$ cat src/rtl/ren_simd_arb.sv
// ---------------------------------------------------------------------------
// ren_simd_arb
//
// Purpose:
//   Arbitrates three requesters (0 = setup, 1 = interpolator, 2 = shader)
//   onto one shared FP_SIMD unit. At most one SIMD operation is in flight.
//   The winner's opcode and operands are latched at grant time, so a
//   requester may change or drop its inputs after the grant without
//   affecting the operation. The opcode is forwarded unchanged; no
//   arithmetic is done here.
//
// Optional feature:
//   REN_SIMD_ARB_LOCK_EN - when defined, a requester holding i_lock and
//   i_req in the S_DONE cycle wins the next grant regardless of rotation.
//   When undefined, i_lock is ignored and pure round-robin applies.
//
// Ports:
//   clk, rstn         clock; asynchronous active-high reset (1 = reset)
//   i_req[3]          per-requester request
//   i_opcode[3][3]    per-requester SIMD opcode
//   i_in0/i_in1[3][W] per-requester operand vectors, W = P_LANE_W*P_LANES
//   i_lock[3]         per-requester burst-lock request
//   o_gnt[3]          one-hot grant, held from S_ISSUE through S_DONE
//   o_rsp_valid[3]    one-cycle result strobe for the granted requester
//   o_rsp_data[W]     registered SIMD result, shared by all requesters
//   o_simd_*          request side of the FP_SIMD unit
//   i_simd_*          response side of the FP_SIMD unit
//   o_idle            high while in S_IDLE
//   o_dbg_state[2]    current FSM state encoding
//
// Handshake: o_simd_en is a one-cycle issue strobe that is only raised
// while i_simd_busy is low; i_simd_valid is accepted only in S_WAIT, and
// any i_simd_valid seen in another state is dropped.
// ---------------------------------------------------------------------------
module ren_simd_arb #(
    parameter int P_LANE_W = 22,
    parameter int P_LANES  = 4
) (
    input  logic                                   clk,
    input  logic                                   rstn,
    input  logic [2:0]                             i_req,
    input  logic [2:0][2:0]                        i_opcode,
    input  logic [2:0][P_LANE_W*P_LANES-1:0]       i_in0,
    input  logic [2:0][P_LANE_W*P_LANES-1:0]       i_in1,
    input  logic [2:0]                             i_lock,
    output logic [2:0]                             o_gnt,
    output logic [2:0]                             o_rsp_valid,
    output logic [P_LANE_W*P_LANES-1:0]            o_rsp_data,
    output logic                                   o_simd_en,
    output logic [2:0]                             o_simd_opcode,
    output logic [P_LANE_W*P_LANES-1:0]            o_simd_in0,
    output logic [P_LANE_W*P_LANES-1:0]            o_simd_in1,
    input  logic [P_LANE_W*P_LANES-1:0]            i_simd_out,
    input  logic                                   i_simd_valid,
    input  logic                                   i_simd_busy,
    output logic                                   o_idle,
    output logic [1:0]                             o_dbg_state
);

    localparam int W = P_LANE_W * P_LANES;

    localparam logic [1:0] S_IDLE  = 2'd0;
    localparam logic [1:0] S_ISSUE = 2'd1;
    localparam logic [1:0] S_WAIT  = 2'd2;
    localparam logic [1:0] S_DONE  = 2'd3;

    logic [1:0]   state_q, state_d;
    logic [2:0]   gnt_q,   gnt_d;
    logic [1:0]   win_q,   win_d;
    logic [1:0]   last_q,  last_d;
    logic [2:0]   op_q,    op_d;
    logic [W-1:0] in0_q,   in0_d;
    logic [W-1:0] in1_q,   in1_d;
    logic [W-1:0] data_q,  data_d;

    // Round-robin pick: scan (last+1), (last+2), (last+3) mod 3 and take
    // the first requester that is asking.
    logic [1:0] rr_win;
    logic [2:0] cand;
    logic       found;

    always_comb begin
        rr_win = 2'd0;
        cand   = 3'd0;
        found  = 1'b0;
        for (int i = 1; i <= 3; i++) begin
            cand = {1'b0, last_q} + 3'(i);
            if (cand >= 3'd3) begin
                cand = cand - 3'd3;
            end
            if (!found && i_req[cand[1:0]]) begin
                found  = 1'b1;
                rr_win = cand[1:0];
            end
        end
    end

    // Lock: pointing r_last one behind the locked requester makes it the
    // first candidate of the next scan.
    logic       lock_hit;
    logic [1:0] win_prev;

    assign win_prev = (win_q == 2'd0) ? 2'd2 : (win_q - 2'd1);

`ifdef REN_SIMD_ARB_LOCK_EN
    assign lock_hit = i_lock[win_q] & i_req[win_q];
`else
    logic unused_lock;
    assign unused_lock = ^i_lock;
    assign lock_hit    = 1'b0;
`endif

    always_comb begin
        state_d = state_q;
        gnt_d   = gnt_q;
        win_d   = win_q;
        last_d  = last_q;
        op_d    = op_q;
        in0_d   = in0_q;
        in1_d   = in1_q;
        data_d  = data_q;
        case (state_q)
            S_IDLE: begin
                if (|i_req) begin
                    win_d   = rr_win;
                    gnt_d   = 3'b001 << rr_win;
                    op_d    = i_opcode[rr_win];
                    in0_d   = i_in0[rr_win];
                    in1_d   = i_in1[rr_win];
                    state_d = S_ISSUE;
                end
            end
            S_ISSUE: begin
                if (!i_simd_busy) begin
                    state_d = S_WAIT;
                end
            end
            S_WAIT: begin
                if (i_simd_valid) begin
                    data_d  = i_simd_out;
                    state_d = S_DONE;
                end
            end
            S_DONE: begin
                last_d  = lock_hit ? win_prev : win_q;
                gnt_d   = 3'b000;
                state_d = S_IDLE;
            end
            default: begin
                state_d = S_IDLE;
                gnt_d   = 3'b000;
            end
        endcase
    end

    always_ff @(posedge clk or posedge rstn) begin
        if (rstn) begin
            state_q <= S_IDLE;
            gnt_q   <= 3'b000;
            win_q   <= 2'd0;
            last_q  <= 2'd2;
            op_q    <= 3'd0;
            in0_q   <= '0;
            in1_q   <= '0;
            data_q  <= '0;
        end else begin
            state_q <= state_d;
            gnt_q   <= gnt_d;
            win_q   <= win_d;
            last_q  <= last_d;
            op_q    <= op_d;
            in0_q   <= in0_d;
            in1_q   <= in1_d;
            data_q  <= data_d;
        end
    end

    assign o_gnt         = gnt_q;
    assign o_rsp_valid   = (state_q == S_DONE) ? gnt_q : 3'b000;
    assign o_rsp_data    = data_q;
    assign o_simd_en     = (state_q == S_ISSUE) && !i_simd_busy;
    assign o_simd_opcode = op_q;
    assign o_simd_in0    = in0_q;
    assign o_simd_in1    = in1_q;
    assign o_idle        = (state_q == S_IDLE);
    assign o_dbg_state   = state_q;

endmodule

$ cat config.mk
export PLATFORM = sky130hd
export DESIGN_NAME = ren_simd_arb
export DESIGN_NICKNAME = d
export VERILOG_FILES = /design/src/rtl/ren_simd_arb.sv
export SDC_FILE = /design/constraint.sdc
export NUM_CORES = 1
export LEC_CHECK = 0
export ABC_AREA = 0
export BUFFER_PORTS_ARGS = -buffer_cell sky130_fd_sc_hd__buf_2
export CAP_MARGIN = 10
export CORE_AREA = 2 2 356 358
export CTS_CLUSTER_SIZE = 40
export DETAILED_ROUTE_END_ITERATION = 6
export DIE_AREA = 0 0 358 360
export SYNTH_ARGS = -nofsm -noshare
export SYNTH_HDL_FRONTEND = slang
export SYNTH_SLANG_ARGS = --single-unit
$ cat constraint.sdc
create_clock -name clk -period 14.4 [get_ports clk]
set_input_delay 4.32 -clock clk [delete_from_list [all_inputs] [get_ports clk]]
set_output_delay 4.32 -clock clk [all_outputs]
set_load 0.05 [all_outputs]
======== Word level (Yosys, flattened, before mapping) ========
Index checks and enable logic that the tools add are counted.
word-level totals
  RAM bits ................................ 0
  memory bits (read-only) ................. 0
  bits in latches ......................... 0
  register bits after elaboration ......... 276
  memories ................................ 0
  input port bits ......................... 635
operators by class
  div/mod/pow operators ................... 0
  eq/ne operators ......................... 6
  magnitude comparators ................... 7
  shifts and indexed selects .............. 1
  reductions and logical operators ........ 13
  bitwise operators ....................... 0
  $add $sub $neg .......................... 6
  multipliers ............................. 0
  multiplexer cells ....................... 27
operators with widths
  kind                 number
  $bmux 88 s2          2
  $mux 88              2
  $mux 2               9
  $lt 2x3->1 const B   4
  $ge 3x2->1 const B   3
  $mux 3               3
  $pmux 2 s4           1
  $add 2x2->3 const B  2
  $bmux 1 s2           3
  $bmux 3 s2           1
  $pmux 3 s2           1
  $reduce_and 2->1     3
  $sub 2x2->2 const B  3
  $mux 1               5
  $eq 2x2->1 const B   2
  $ne 2x2->1 const B   2
  $add 2x1->3 const B  1
  $logic_and 1x1->1    3
  $logic_not 1->1      3
  $reduce_and 3->1     1
  $reduce_or 3->1      1
  $shl 1x2->3 const A  1
  $eq 2x1->1 const B   1
  $logic_not 2->1      1
  other kinds (2)      2

======== Longest topological paths before layout ========
  word-level depth ........................ 15
  depth in mapped cells ................... 11
  mapped depth without buffers ............ 8

======== Worst setup path before layout ========
No wires, ideal clock.
  path kind ............................... input-to-output
  start ................................... in i_simd_busy
  end ..................................... out o_simd_en
  required time ........................... 10.080 ns
  arrival ................................. 5.009 ns
  cell stages on the path ................. 1
  buffers on the path ..................... 0
  slack ................................... 5.071 ns
  cells stage by stage .................... nor2b_1
on the way
  longest elaborated chain between the ends .. 2
RTL lines
  element            line  text
  from (decl)        55    input logic i_simd_busy,
  $logic_not 1->1    181   assign o_simd_en = (state_q == S_ISSUE) && !i_simd_busy;
  $logic_and 1x1->1  181
  to (decl)          49    output logic o_simd_en,
Every way passes these cells.

======== Worst setup path after layout ========
Ends and elaborated chain as after synthesis.

==> flow_summary_export.csv <==
group,metric,value,unit
global_route,grt-ovfl-total,0,
synth,synth_seq_area_share,51.52,%
power_and_ir_drop,pwr_density_cell,314.9,nW/um^2
outcome,status,"complete, no violations",
setup_path,cpMostUsedCell,"sky130_fd_sc_hd__buf_2",
hold_path,timing.hold.worst.start,"win_q[0]",
drt,drtIter0Drc,953,
setup_path,timing.critical_path.arrival,4.87,ns
synth,synthesis.nets,1904,
synth,synth_cell_types,35,
drt,ant_nets,0,
sta,timing.setup.tns,0,ns
clock_network,clk_root_buffer_cell,"sky130_fd_sc_hd__clkbuf_16",
global_route,grt_pass1_vias,13227,
run,drv.max_cap_violation_count,0,
place,place_hpwl,62910,um
power_and_ir_drop,share_comb_of_total_power,64.1,%
synth,synth_ff_type,"sky130_fd_sc_hd__dfrtp_1",
sta,drv_slew,0,
die,floorplan.die.width,358,um
setup_path,critical-path-max-stage-delay,0.34,ns
clock_network,cts_num_sinks,276,
cells_and_area,register_area,6908,um^2
die,row_count,130,
die,floorplan.die_area,128900,um^2
setup_path,critical_path_peak_fanout,2,
place,numPlacedInstances,3725,
setup_path,crit_path_cell_trace,"buf_2, nor2b_1, buf_2",
synth,share_of_synthesized_registers_carrying_an_async_set_or_reset,100.0,%
synth,ys_seq_elements,276,
cells_and_area,fin_nets,2757,
setup_path,timing.rr.start,"last_q[1]",
sta,max_slew_margin,30.50,%
setup_path,crit-reg2reg-capture,"o_simd_in1[48]",
setup_path,ff2ff_setup_slack,10.23,ns
clock_network,post_cts_hold_buffer_count,0,
cells_and_area,post_route_cells_drive_above_1_share,50.58,%
power_and_ir_drop,internal_power_consumption,2.900,mW
cells_and_area,mostFrequentLayoutCell,"sky130_fd_sc_hd__buf_2",
synth,synth_enable_flop_cells,0,
cells_and_area,layout.cells.most_common_list,"sky130_fd_sc_hd__buf_2, sky130_fd_sc_hd__dfrtp_1, sky130_fd_sc_hd__a21oi_1, sky130_fd_sc_hd__mux2i_1, sky130_fd_sc_hd__nor2_1",
place,placed_area,19690,um^2
clock_network,path_clk_slew,0.06,ns
cells_and_area,layoutNonFillerInstCount,3792,
global_route,number_of_antenna_violations_at_the_first_check_in_global_routing,27,
hold_path,min_path_type,"register to register",
setup_path,type_of_the_setup_path_with_the_least_slack,"input port to output pin",
power_and_ir_drop,clkPwrFrac,14.8,%
sta,setup_viol,0,
clock_network,htreeDepth,2,
die,die_height,360,um
setup_path,cp_num_buf_inv,2,
sta,grt_setup_unrepaired,"false",
drt,drtPass1Iterations,5,
hold_path,min_delay_worst_endpoint,"win_q[0]",
setup_path,worst_ep_required_time,10.08,ns
drt,routedWlPerCell,20.52,um
sta,fmaxAchievable,0.1088,GHz
sta,finalClockSkew,0.02066,ns
cells_and_area,multiInputGateArea,5997,um^2
place,dp_slack,5.213,ns
clock_network,cts_max_path_buffers,3,
place,io_buffers,908,
power_and_ir_drop,leakage,9.903,nW
drt,detail_route.vias_per_cell,3.634,
cells_and_area,syn_to_final_growth,56.18,%
cells_and_area,layout.core_utilization,16.76,%
clock_network,clock_latency,0.58,ns
setup_path,start_kind,"input port",
drt,finalWirelength,77810,um
sta,timing.final.crit_period,9.194,ns
global_route,grt_max_degree,116,
synth,syn-cell-area,13410,um^2
setup_path,endpoint_kind_of_the_worst_setup_timing_path,"output pin",
clock_network,total_of_cells_resized_after_clock_tree_synthesis,0,
clock_network,cts_tree,"done",
place,gpl.final_weighted_congestion,0.8848,
synth,syn_inst,1260,
die,core-area,124900,um^2
power_and_ir_drop,switching_share,56.02,%
global_route,grt_util_all_layers,11.40,%
sta,finalCritPeriodShare,63.84,%
power_and_ir_drop,pwr-share-seq,21.2,%
clock_network,cts_inserted_buffers,36,
die,initial_core_util,10.73,%
synth,yosys_warnings,0,
drt,detail_route.drc_violations,0,
clock_network,post_cts.repair.setup_buffers,0,
setup_path,critical-path-slowest-cell,"sky130_fd_sc_hd__buf_2",
global_route,first_pass_grt_wire_length,102200,um
hold_path,worstHoldPathCells,2,
sta,final_setup_margin,5.206,ns
setup_path,timing.reg2reg.worst_path_depth,10,
power_and_ir_drop,vdd_ir_drop_max,0.1955,mV
drt,vias,13779,
setup_path,cp_top_family,"buffers and inverters",
synth,synthesis.area_per_instance,10.64,um^2
sta,final-hold-violation-count,0,
cells_and_area,stdcell_area,20940,um^2
power_and_ir_drop,power.net_switching,3.695,mW
sta,tightestPinTransition,1.013,ns
die,io_pins,912,
cells_and_area,filler_cell_count,14102,
## logic make-up after synthesis
kind of cell	count (synthesis)	share of synthesized area [%]
AO/OA/AOI/OAI	380	16.20
adder cells (fa/ha/maj)	9	0.8399
buffers and inverters	115	4.162
flip-flops	276	51.52
multiplexers	271	21.07
AND/OR/NAND/NOR	209	6.206
## per-layer routing
layer / share of wire (%) / vias up / track usage [%]
met5: 0.62 / - / 1.774
met4: 3.9 / 28 / 4.578
met2: 47 / 657 / 18.76
met1: 39 / 6679 / 12.94
li1: - / 6296 / -
met3: 9.6 / 119 / 4.553
## flip-flops by register name, indices dropped and copies added (netlist names)
register       cells
o_rsp_data        88
o_simd_in0        88
o_simd_in1        88
o_gnt              3
o_simd_opcode      3
last_q             2
o_dbg_state        2
win_q              2
## worst min-delay path, stage by stage, from the launching register on
cell and delay (ns):
sky130_fd_sc_hd__dfrtp_1 0.34, sky130_fd_sc_hd__nand2_1 0.04, sky130_fd_sc_hd__o21ai_0 0.06
## cell type report
type,count,area share (%)
Sequential cell,276,32.99
Multi-Input combinational cell,869,28.64
Timing Repair Buffer,923,22.36
Tap cell,1650,9.859
Clock buffer,42,4.553
Clock inverter,22,1.404
Inverter,7,0.1613
Antenna cell,3,0.03585
## cells in the mapped netlist, types with 2 or more instances
| cell type | instances | area [um^2] |
|---|---|---|
| sky130_fd_sc_hd__a21oi_1 | 184 | 920.9 |
| sky130_fd_sc_hd__buf_2 | 20 | 100.1 |
| sky130_fd_sc_hd__nand2_1 | 9 | 33.78 |
| sky130_fd_sc_hd__a22o_1 | 2 | 17.52 |
| sky130_fd_sc_hd__buf_1 | 12 | 45.04 |
| sky130_fd_sc_hd__nand2b_1 | 5 | 31.28 |
| sky130_fd_sc_hd__a32o_1 | 2 | 20.02 |
| sky130_fd_sc_hd__dfrtp_1 | 275 | 6882 |
| sky130_fd_sc_hd__o22ai_1 | 179 | 1120 |
| sky130_fd_sc_hd__nor2_1 | 181 | 679.4 |
| sky130_fd_sc_hd__mux2i_1 | 181 | 1812 |
| sky130_fd_sc_hd__inv_1 | 7 | 26.28 |
| sky130_fd_sc_hd__clkbuf_1 | 61 | 229.0 |
| sky130_fd_sc_hd__nor2b_1 | 4 | 25.02 |
| sky130_fd_sc_hd__ha_1 | 9 | 112.6 |
| sky130_fd_sc_hd__mux2_2 | 90 | 1013 |
| sky130_fd_sc_hd__and2_1 | 4 | 25.02 |
| sky130_fd_sc_hd__buf_4 | 3 | 22.52 |
| sky130_fd_sc_hd__o21ai_0 | 4 | 20.02 |
| sky130_fd_sc_hd__buf_6 | 12 | 135.1 |
| sky130_fd_sc_hd__nor3_1 | 2 | 10.01 |
## metrics by stage
stage / hold WS, ns / power, mW
2_1_floorplan: 0.4502 / 4.375
3_3_place_gp: 0.4622 / 5.629
3_5_place_dp: 0.4726 / 5.678
4_1_cts: 0.4866 / 6.695
5_1_grt: 0.5078 / 6.935
6_report: 0.4818 / 6.595
## worst max path at each step
stage / start / endpoint / slack (ns) / depth (start not counted)
global placement: i_simd_busy / o_simd_en / 5.22 / 3
finish: i_simd_busy / o_simd_en / 5.21 / 3
CTS: i_simd_busy / o_simd_en / 5.21 / 3
detailed placement: i_simd_busy / o_simd_en / 5.21 / 3
global route: i_simd_busy / o_simd_en / 5.21 / 3
floorplan: rstn / last_q[0] / 2.47 / 1
## power groups by stage
| stage | Sequential, mW | Clock (mW) | Combinational [mW] |
|---|---|---|---|
| global route | 1.45 | 1.04 | 4.44 |
| floorplan | 2.76 | 0 | 1.62 |
| finish | 1.39 | 0.975 | 4.23 |
| detailed placement | 1.40 | 0 | 4.28 |
| CTS | 1.40 | 1.02 | 4.28 |
| global placement | 1.38 | 0 | 4.24 |
Note: power is estimated with default switching activity, not from simulation.
